### config.mk
export PLATFORM = sky130hd
export DESIGN_NAME = pb_debouncer_fsm
export DESIGN_NICKNAME = d
export VERILOG_FILES = /design/src/rtl/pb_debouncer_fsm.sv
export SDC_FILE = /design/constraint.sdc
export NUM_CORES = 1
export LEC_CHECK = 0
export BUFFER_PORTS_ARGS = -buffer_cell sky130_fd_sc_hd__buf_2
export CORE_MARGIN = 5
export CORE_UTILIZATION = 25
export DETAILED_ROUTE_END_ITERATION = 6
export GPL_ROUTABILITY_DRIVEN = 0
export HOLD_SLACK_MARGIN = 0.02
export PLACE_DENSITY_LB_ADDON = 0.1
export SKIP_LAST_GASP = 1
export SLEW_MARGIN = 20
export SYNTH_ARGS = -nofsm -noshare
export SYNTH_HDL_FRONTEND = slang
export SYNTH_SLANG_ARGS = --single-unit
export TNS_END_PERCENT = 5
### constraint.sdc
create_clock -name clk -period 1.75 [get_ports clk]
set_input_delay 0.35 -clock clk [delete_from_list [all_inputs] [get_ports clk]]
set_output_delay 0.35 -clock clk [all_outputs]
set_load 0.005 [all_outputs]
### src/rtl/pb_debouncer_fsm.sv
// Push-button debouncer: a four-state FSM accepts a level after DEBOUNCE_CYCLES equal samples.
// Define PB_DEBOUNCER_SYNC_EN to put a two-flop synchronizer in front of the FSM (+2 cycles latency).
module pb_debouncer_fsm #(
  parameter int DEBOUNCE_CYCLES = 10
) (
  input  logic clk,
  input  logic rst,
  input  logic PB,
  output logic PB_pressed_status,
  output logic PB_pressed_pulse,
  output logic PB_released_pulse
);
  localparam int CW = $clog2(DEBOUNCE_CYCLES + 1);
  localparam logic [CW-1:0] CNT_LAST = CW'(DEBOUNCE_CYCLES - 1);
  localparam logic [CW-1:0] CNT_MAX  = CW'(DEBOUNCE_CYCLES);

  typedef enum logic [1:0] {IDLE, PRESS_WAIT, PRESSED, RELEASE_WAIT} state_t;

  state_t          state_q;
  logic [CW-1:0]   cnt_q;
  logic [CW-1:0]   cnt_inc;
  logic            status_q;
  logic            press_pulse_q;
  logic            release_pulse_q;
  logic            pb_s;

`ifdef PB_DEBOUNCER_SYNC_EN
  logic [1:0] sync_q;

  always_ff @(posedge clk or negedge rst) begin
    if (!rst) sync_q <= 2'b00;
    else      sync_q <= {sync_q[0], PB};
  end

  assign pb_s = sync_q[1];
`else
  assign pb_s = PB;
`endif

  // Saturating increment: the counter can never wrap back into the wait window.
  assign cnt_inc = (cnt_q == CNT_MAX) ? cnt_q : cnt_q + CW'(1);

  always_ff @(posedge clk or negedge rst) begin
    if (!rst) begin
      state_q         <= IDLE;
      cnt_q           <= '0;
      status_q        <= 1'b0;
      press_pulse_q   <= 1'b0;
      release_pulse_q <= 1'b0;
    end else begin
      press_pulse_q   <= 1'b0;
      release_pulse_q <= 1'b0;
      case (state_q)
        IDLE: begin
          if (pb_s) begin
            state_q <= PRESS_WAIT;
            cnt_q   <= CW'(1);
          end else begin
            cnt_q   <= '0;
          end
        end
        PRESS_WAIT: begin
          if (!pb_s) begin
            state_q <= IDLE;
            cnt_q   <= '0;
          end else if (cnt_q >= CNT_LAST) begin
            state_q       <= PRESSED;
            cnt_q         <= '0;
            status_q      <= 1'b1;
            press_pulse_q <= 1'b1;
          end else begin
            cnt_q <= cnt_inc;
          end
        end
        PRESSED: begin
          if (!pb_s) begin
            state_q <= RELEASE_WAIT;
            cnt_q   <= CW'(1);
          end else begin
            cnt_q   <= '0;
          end
        end
        RELEASE_WAIT: begin
          if (pb_s) begin
            state_q <= PRESSED;
            cnt_q   <= '0;
          end else if (cnt_q >= CNT_LAST) begin
            state_q         <= IDLE;
            cnt_q           <= '0;
            status_q        <= 1'b0;
            release_pulse_q <= 1'b1;
          end else begin
            cnt_q <= cnt_inc;
          end
        end
        default: begin
          state_q  <= IDLE;
          cnt_q    <= '0;
          status_q <= 1'b0;
        end
      endcase
    end
  end

  assign PB_pressed_status = status_q;
  assign PB_pressed_pulse  = press_pulse_q;
  assign PB_released_pulse = release_pulse_q;

  a_pulse_excl: assert property (@(posedge clk) disable iff (!rst)
    !(press_pulse_q && release_pulse_q));

endmodule

Yosys cells after proc, flatten, opt, wreduce, memory -nomap -nowiden. Index checks and enable logic that the tools add are counted.

Eq/ne operators: 12. Magnitude comparators: 1. Mux-type cells: 24. Reduce and logical (&&, ||, !) cells: 4. Add/sub/neg operators: 1.

Operators with widths (number): 4-bit two-way mux (4); 4-bit one-hot mux with 4 select lines (1); 2-bit two-way mux (6); 2-bit inequality test, second input constant (6); 1-bit two-way mux (11); 2-bit one-hot mux with 4 select lines (1); 3-bit inequality test, second input constant (2); 5-bit AND reduction (1); 4-bit by 1-bit adder with 4-bit output, second input constant (1); 2-bit equality test, second input constant (2); 4-bit equality test, second input constant (1); 4-bit greater-or-equal comparator, second input constant (1); 4-bit AND reduction (1); 2-bit by 1-bit equality test with 1-bit output, second input constant (1); 2-bit zero test (1); 1-bit one-hot mux with 2 select lines (1); 2-bit nonzero test (1).

Word-level logic and storage cells: 47. Register bits: 9. Output and inout bits: 3. Input port bits: 3.

Logic depth before layout (Yosys ltp). Gate-level depths: netlist of run 1.

Depth in word-level cells: 5. Depth in mapped cells: 5. Mapped depth without buffers: 5.

Worst setup path before layout of run 1. OpenSTA, ideal clock, no wires.

Kind: reg2reg. From: reg cnt_q[0]. To: reg (tool-made name). Clock period less this slack: 1429 ps. Setup slack: 321 ps. Library setup time: 127 ps. Buffers on the path: 0. Stages on the path, launching flop included: 5. Arrival time: 1302 ps. Required time: 1623 ps. Cell sequence: dfrtp_1 > ha_1 > nor3b_4 > nor2_2 > mux2_1.

RTL lines: start, declared (line 20) `logic [CW-1:0] cnt_q;`; start signal, assigned (line 72) `cnt_q <= cnt_inc;`; start signal, assigned (line 93) `cnt_q <= cnt_inc;`.

==> flow_summary.rst, run 1 <==
.. list-table::
   :header-rows: 1

   * - Metric
     - Value
   * - Run status
     - completed
   * - Launching element type of the critical path
     - flip-flop
   * - Setup slack, reg-to-reg
     - 0.20 ns
   * - Share of synthesized area occupied by flip-flops and latches
     - 0.483
   * - Length of the first detailed-routing pass in iterations
     - 3
   * - Global-route wire length before repair
     - 1460 microns
   * - Hold Crit Start
     - PB
   * - Aggregate negative setup slack
     - 0 ns
   * - Final critical-path required period
     - 1.55 ns
   * - Number of cells on the worst reg-to-reg path
     - 5
   * - DRC viols
     - 0
   * - Clock tree from TritonCTS
     - built
   * - Tightest slew margin relative to the limit
     - 0.775
   * - Most common cell after layout, fill and taps aside
     - sky130_fd_sc_hd__dfrtp_1
   * - Cell-by-cell listing of the critical path
     - inv_1, ha_1, nor3b_4, nor2_2, mux2_1
   * - Via Count
     - 315
   * - Max Fanout on Critical Path
     - 6
   * - Buffers added on ports
     - 5
   * - Post-synthesis instance area
     - 467 sq um
   * - Yosys reg bits
     - 9
   * - Initial standard-cell utilization of the core
     - 0.267
   * - Clock root buffer
     - sky130_fd_sc_hd__clkbuf_4
   * - Cells on Worst Hold Path
     - 2
   * - Share of power burned in registers
     - 0.515
   * - Unrepaired setup endpoints after global routing
     - false
   * - Max-Cap Viols
     - 0
   * - # diodes
     - 0
   * - Maximum ir drop on the vdd rail
     - 362 uV
   * - Fraction of the core area covered by cells at the end of the flow
     - 0.320
   * - Via-to-Cell Ratio
     - 4.20
   * - Endpoint of the worst hold-timing path
     - PB_released_pulse
   * - CP Buf/Inv Count
     - 1
   * - Pin count of the biggest net entering global routing
     - 10
   * - Count of mapped cells out of synthesis
     - 40
   * - Setup repair bufs after CTS
     - 0
   * - Number of buffers created by CTS
     - 3
   * - Wire length after detailed routing
     - 859 microns
   * - DRC violation total after the first TritonRoute iteration
     - 4
   * - Switching share of power
     - 0.249
   * - Critical path's slowest cell
     - sky130_fd_sc_hd__dfrtp_1
   * - Kind of path behind the tightest hold check
     - in -> reg
   * - Insertion delay of the later-clocked pin in the worst-skew pair
     - 0.27 ns
   * - Core area
     - 1750 sq um
   * - Critical setup path kind
     - reg -> reg
   * - Sink Count
     - 9
   * - Die outline area
     - 2830 sq um
   * - YS warnings
     - 0
   * - Clock Tree Buf Depth
     - 2
   * - Boundary Pins
     - 6
   * - H-tree level count
     - 1
   * - Routed length per placed instance
     - 11.5 microns
   * - Period utilisation layout
     - 0.884
   * - Cell area power density
     - 755 nW/um^2
   * - Layout overhead on the synthesized area
     - 19.8%
   * - Async SR Flop Fraction
     - 1.00
   * - DRT antenna net count
     - 0
   * - Internal power
     - 0.000317 W
   * - Slew at the pin closest to its max-slew limit
     - 0.338 ns
   * - Highest-count cells in the layout ignoring fill and taps
     - sky130_fd_sc_hd__dfrtp_1 (9), sky130_fd_sc_hd__inv_1 (5), sky130_fd_sc_hd__buf_2 (5)
   * - Clk network pwr share
     - 0.397
   * - Net Switching
     - 0.000105 W
   * - Kind of end point of the critical path
     - flip-flop
   * - FP Rows
     - 15
   * - Reported leakage power
     - 0.244 nW
   * - Number of distinct standard cells referenced by the synthesized netlist
     - 21
   * - Share of total power in combinational logic
     - 0.089
   * - GRT Overall Usage
     - 0.0785
   * - Largest stage delay on the critical path
     - 0.39 ns
   * - Average cell area after synthesis
     - 11.7 sq um
   * - Final HPWL from detailed placement
     - 641 microns
   * - Proportion of layout cells with a drive suffix above 1
     - 0.240
   * - Critical register-to-register path startpoint
     - cnt_q[1]
   * - Setup Viol. Count Final
     - 0
   * - Clock-pin slew reported for the worst setup and hold paths after clock tree synthesis
     - 0.07 ns
   * - Number of nets in the layout
     - 58
   * - Worst Path Required
     - 1.90 ns
   * - Final Slew Violations
     - 0
   * - Number of hold violations in the final report
     - 0
   * - Vias in the first global route
     - 343
   * - Vertical extent of the die
     - 53.2 microns
   * - Synthesized Nets
     - 47
   * - Chip width
     - 53.2 microns
   * - Count of flip-flops with a built-in enable after synthesis
     - 0
   * - Layout Skew
     - 0.00453 ns
   * - Aggregate global routing overflow
     - 0
   * - Max Fclk
     - 646 MHz
   * - Cell family with most CP delay
     - simple AND/OR/NAND/NOR gates
   * - Antenna violations before repair
     - 0
   * - Primary FF master, synth
     - sky130_fd_sc_hd__dfrtp_1
   * - Data arrival time of the worst path
     - 1.70 ns
   * - CTS-repair resized insts
     - 0
layout make-up:
| type | instances | area [sq um] |
|---|---|---|
| Fill cell | 179 | 1190 |
| Sequential cell | 9 | 225 |
| Multi-Input combinational cell | 26 | 223 |
| Timing Repair Buffer | 6 | 35.0 |
| Tap cell | 25 | 31.3 |
| Clock buffer | 4 | 26.3 |
| Inverter | 5 | 18.8 |
worst max-delay path by stage:
stage,startpoint,endpoint,slack (ns),depth (start not counted)
2_1_floorplan,cnt_q[0],flip-flop,0.32,4
6_report,cnt_q[1],flip-flop,0.20,5
4_1_cts,cnt_q[1],flip-flop,0.20,5
5_1_grt,cnt_q[1],PB_pressed_status,0.12,5
3_5_place_dp,cnt_q[1],flip-flop,0.22,5
3_3_place_gp,cnt_q[0],flip-flop,0.26,4
through the flow:
step	worst slack (ns)	hold slack, ns	instances	power, W	instance area [sq um]
6_report	0.202	0.317	75	0.000422	559
5_1_grt	0.116	0.333	75	0.000447	559
4_1_cts	0.203	0.314	75	0.000429	559
3_5_place_dp	0.217	0.217	70	0.000257	523
3_3_place_gp	0.263	0.215	70	0.000256	523
2_1_floorplan	0.321	0.0544	40	0.000244	467
power groups by stage:
stage,Sequential [W],Clock (W),Combinational (W)
4_1_cts,0.000217,0.000174,0.0000384
2_1_floorplan,0.000220,0,0.0000238
3_3_place_gp,0.000221,0,0.0000349
3_5_place_dp,0.000221,0,0.0000363
6_report,0.000217,0.000167,0.0000374
5_1_grt,0.000218,0.000186,0.0000425
kinds of logic (layout without fill, tap and decap cells):
kind of cell / after synthesis / in the layout / share of synthesized area
DFF: 9 / 9 / 0.483
xor gates and xnor gates: 3 / 3 / 0.0563
adders and majority gates: 4 / 4 / 0.107
buffers and inverters: 5 / 15 / 0.0402
and+or+nand+nor: 12 / 12 / 0.190
muxes: 1 / 1 / 0.0241
AOI/OAI and AO/OA: 6 / 6 / 0.0992
per-layer routing:
layer / share of wire / GRT usage / up-vias / wire [microns]
met3: 0.052 / 0.0394 / 2 / 45
met5: 0 / 0 / - / 0
met4: 0.026 / 0.0638 / 0 / 22
met1: 0.44 / 0.0785 / 154 / 374
met2: 0.49 / 0.120 / 5 / 417
li1: - / - / 154 / -
synth_stat cells (2+ instances only):
library cell	n	area share
sky130_fd_sc_hd__dfrtp_1	9	0.48
sky130_fd_sc_hd__inv_1	5	0.040
sky130_fd_sc_hd__ha_1	4	0.11
sky130_fd_sc_hd__nand2_1	2	0.016
sky130_fd_sc_hd__nand3b_1	2	0.032
sky130_fd_sc_hd__nor2_1	2	0.016
sky130_fd_sc_hd__xnor2_1	2	0.038
repair_timing:
| item | in CTS | in global routing |
|---|---|---|
| hold endpoints to repair | 9 | 0 |
| hold buffers | 1 | 0 |
| endpoints found under the setup margin | 0 | 0 |
Power figures use the tool's default switching activity.
==> run 2: changes to the inputs <==
==> constraint.sdc (replaced) <==
create_clock -name clk -period 1.6 [get_ports clk]
set_input_delay 0.32 -clock clk [delete_from_list [all_inputs] [get_ports clk]]
set_output_delay 0.32 -clock clk [all_outputs]
set_load 0.005 [all_outputs]
==> flow_summary.rst, run 2 (synthesized netlist as in run 1, its figures left out) <==
.. list-table::
   :header-rows: 1

   * - Metric
     - Value
   * - Number of hold violations in the final report
     - 0 (unchanged)
   * - Maximum ir drop on the vdd rail
     - 397 uV (+9.8%)
   * - Run status
     - completed
   * - Launching element type of the critical path
     - flip-flop
   * - Wire length after detailed routing
     - 889 microns (+3.5%)
   * - Tightest slew margin relative to the limit
     - 0.772 (-0.00267)
   * - Sink Count
     - 9 (unchanged)
   * - Layout overhead on the synthesized area
     - 23.6%
   * - Clock Tree Buf Depth
     - 2 (unchanged)
   * - DRC violation total after the first TritonRoute iteration
     - 4 (unchanged)
   * - Setup Viol. Count Final
     - 0 (unchanged)
   * - Final design area excluding fillers
     - 577 sq um (+3.1%)
   * - Cell family with most CP delay
     - simple AND/OR/NAND/NOR gates
   * - Boundary Pins
     - 6 (unchanged)
   * - Proportion of layout cells with a drive suffix above 1
     - 0.308 (+0.0677)
   * - Data arrival time of the worst path
     - 1.65 ns (-0.05 ns)
   * - GRT Overall Usage
     - 0.0785 (unchanged)
   * - DRC viols
     - 0 (unchanged)
   * - Routed length per placed instance
     - 11.5 microns (+0.80%)
   * - Max Fclk
     - 665 MHz (+2.9%)
   * - Critical setup path kind
     - reg -> reg
   * - Clock-pin slew reported for the worst setup and hold paths after clock tree synthesis
     - 0.07 ns (about the same)
   * - Sequential Area
     - 225 sq um (unchanged)
   * - Slew at the pin closest to its max-slew limit
     - 0.342 ns (+0.00401 ns)
   * - Final HPWL from detailed placement
     - 641 microns (unchanged)
   * - Number of buffers created by CTS
     - 3 (unchanged)
   * - Critical path's slowest cell
     - sky130_fd_sc_hd__dfrtp_1
   * - Max Fanout on Critical Path
     - 6 (unchanged)
   * - Period utilisation layout
     - 0.940 (+0.0559)
   * - Reported leakage power
     - 0.252 nW (+3.4%)
   * - Final critical-path required period
     - 1.50 ns (-0.0432 ns)
   * - CP Buf/Inv Count
     - 1 (unchanged)
   * - Most common cell after layout, fill and taps aside
     - sky130_fd_sc_hd__dfrtp_1
   * - Pin count of the biggest net entering global routing
     - 10 (unchanged)
   * - Aggregate global routing overflow
     - 0 (unchanged)
   * - Clock root buffer
     - sky130_fd_sc_hd__clkbuf_4
   * - Max-Cap Viols
     - 0 (unchanged)
   * - Die outline area
     - 2830 sq um (unchanged)
   * - # diodes
     - 0 (unchanged)
   * - Number of nets in the layout
     - 60 (+3.4%)
   * - Antenna violations before repair
     - 0 (unchanged)
   * - Final Slew Violations
     - 0 (unchanged)
   * - DRT antenna net count
     - 0 (unchanged)
   * - Chip width
     - 53.2 microns (unchanged)
   * - Kind of end point of the critical path
     - flip-flop
   * - Highest-count cells in the layout ignoring fill and taps
     - sky130_fd_sc_hd__dfrtp_1 (9), sky130_fd_sc_hd__buf_2 (5), sky130_fd_sc_hd__inv_1 (4)
   * - Global-route wire length before repair
     - 1460 microns (unchanged)
   * - Vias in the first global route
     - 343 (unchanged)
   * - Clock tree from TritonCTS
     - built
   * - Largest stage delay on the critical path
     - 0.39 ns (about the same)
   * - Worst Path Required
     - 1.75 ns (-0.15 ns)
   * - Buffers added on ports
     - 5 (unchanged)
   * - Via-to-Cell Ratio
     - 4.22 (+0.49%)
   * - Initial standard-cell utilization of the core
     - 0.267 (unchanged)
   * - Layout Skew
     - 0.00473 ns (+0.000200 ns)
   * - Total placed instance area
     - 523 sq um (unchanged)
   * - Footprint of the multi-input gates
     - 225 sq um (+1.1%)
   * - Cell area power density
     - 810 nW/um^2 (+7.4%)
   * - Kind of path behind the tightest hold check
     - in -> reg
   * - Core area
     - 1750 sq um (unchanged)
   * - Vertical extent of the die
     - 53.2 microns (unchanged)
   * - Length of the first detailed-routing pass in iterations
     - 3 (unchanged)
   * - Unrepaired setup endpoints after global routing
     - false
   * - Aggregate negative setup slack
     - 0 ns (unchanged)
   * - H-tree level count
     - 1 (unchanged)
   * - Fillcell total
     - 175 (-2.2%)
   * - Via Count
     - 325 (+3.2%)
   * - Insertion delay of the later-clocked pin in the worst-skew pair
     - 0.27 ns (about the same)
   * - Cell-by-cell listing of the critical path
     - inv_1, ha_2, nor3b_4, nor2_2, mux2_1
   * - FP Rows
     - 15 (unchanged)
## run 2: cell types whose count changed in the layout (fill, tap and decap cells not counted), sizes merged
cell  change
buf       +2
## run 2: cell type report
type                    instances  share of cell area
well taps                      25              0.0542
repair buffers                  8              0.0868
clock buffers                   4              0.0456
inverters                       5              0.0325
flip-flops and latches          9               0.390
multi-input cells              26               0.390
## run 2: where the power goes
part	switching (W)	total [W]	internal, W	leakage [nW]
Combinational	0.0000246	0.0000462	0.0000216	0.122
Clock	0.0000870	0.000184	0.0000965	0.0150
Sequential	0.00000556	0.000238	0.000232	0.116
Total	0.000117	0.000467	0.000350	0.252
## run 2: stage by stage
stage                     power (W)  instances   util  worst slack (ns)  hold WS, ns
after floorplan            0.000267         40      -             0.171       0.0244
after global placement     0.000280         70  0.300             0.113        0.185
after detailed placement   0.000282         70  0.300            0.0671        0.187
after CTS                  0.000470         75  0.320            0.0528        0.284
after global routing       0.000494         77  0.330          0.000238        0.303
final                      0.000467         77  0.330            0.0956        0.286
## run 2: worst paths after layout
| path | from | end | slack, ns | depth (start not counted) |
|---|---|---|---|---|
| min | PB | PB_released_pulse | 0.29 | 2 |
| min reg2reg | state_q[0] | cnt_q[0] | 0.49 | 1 |
| max | cnt_q[1] | flip-flop | 0.1 | 5 |
| max in group asynchronous | rst | PB_released_pulse | 0.98 | 2 |
| min in group asynchronous | rst | cnt_q[2] | 0.44 | 2 |
| max reg2reg | cnt_q[1] | flip-flop | 0.1 | 5 |
## run 2: per-layer routing
metal / GRT usage / wire (microns) / share of wire
met1: 0.0785 / 391 / 0.44
met4: 0.0638 / 22 / 0.025
met3: 0.0394 / 45 / 0.051
met2: 0.120 / 430 / 0.48
met5: 0 / 0 / 0
## run 2: what timing repair did
action	CTS	global route
endpoints found under the setup margin	0	2
endpoints found under the hold margin	9	0
buffers inserted	0	2
hold buffers	1	0
gates resized for setup	0	2
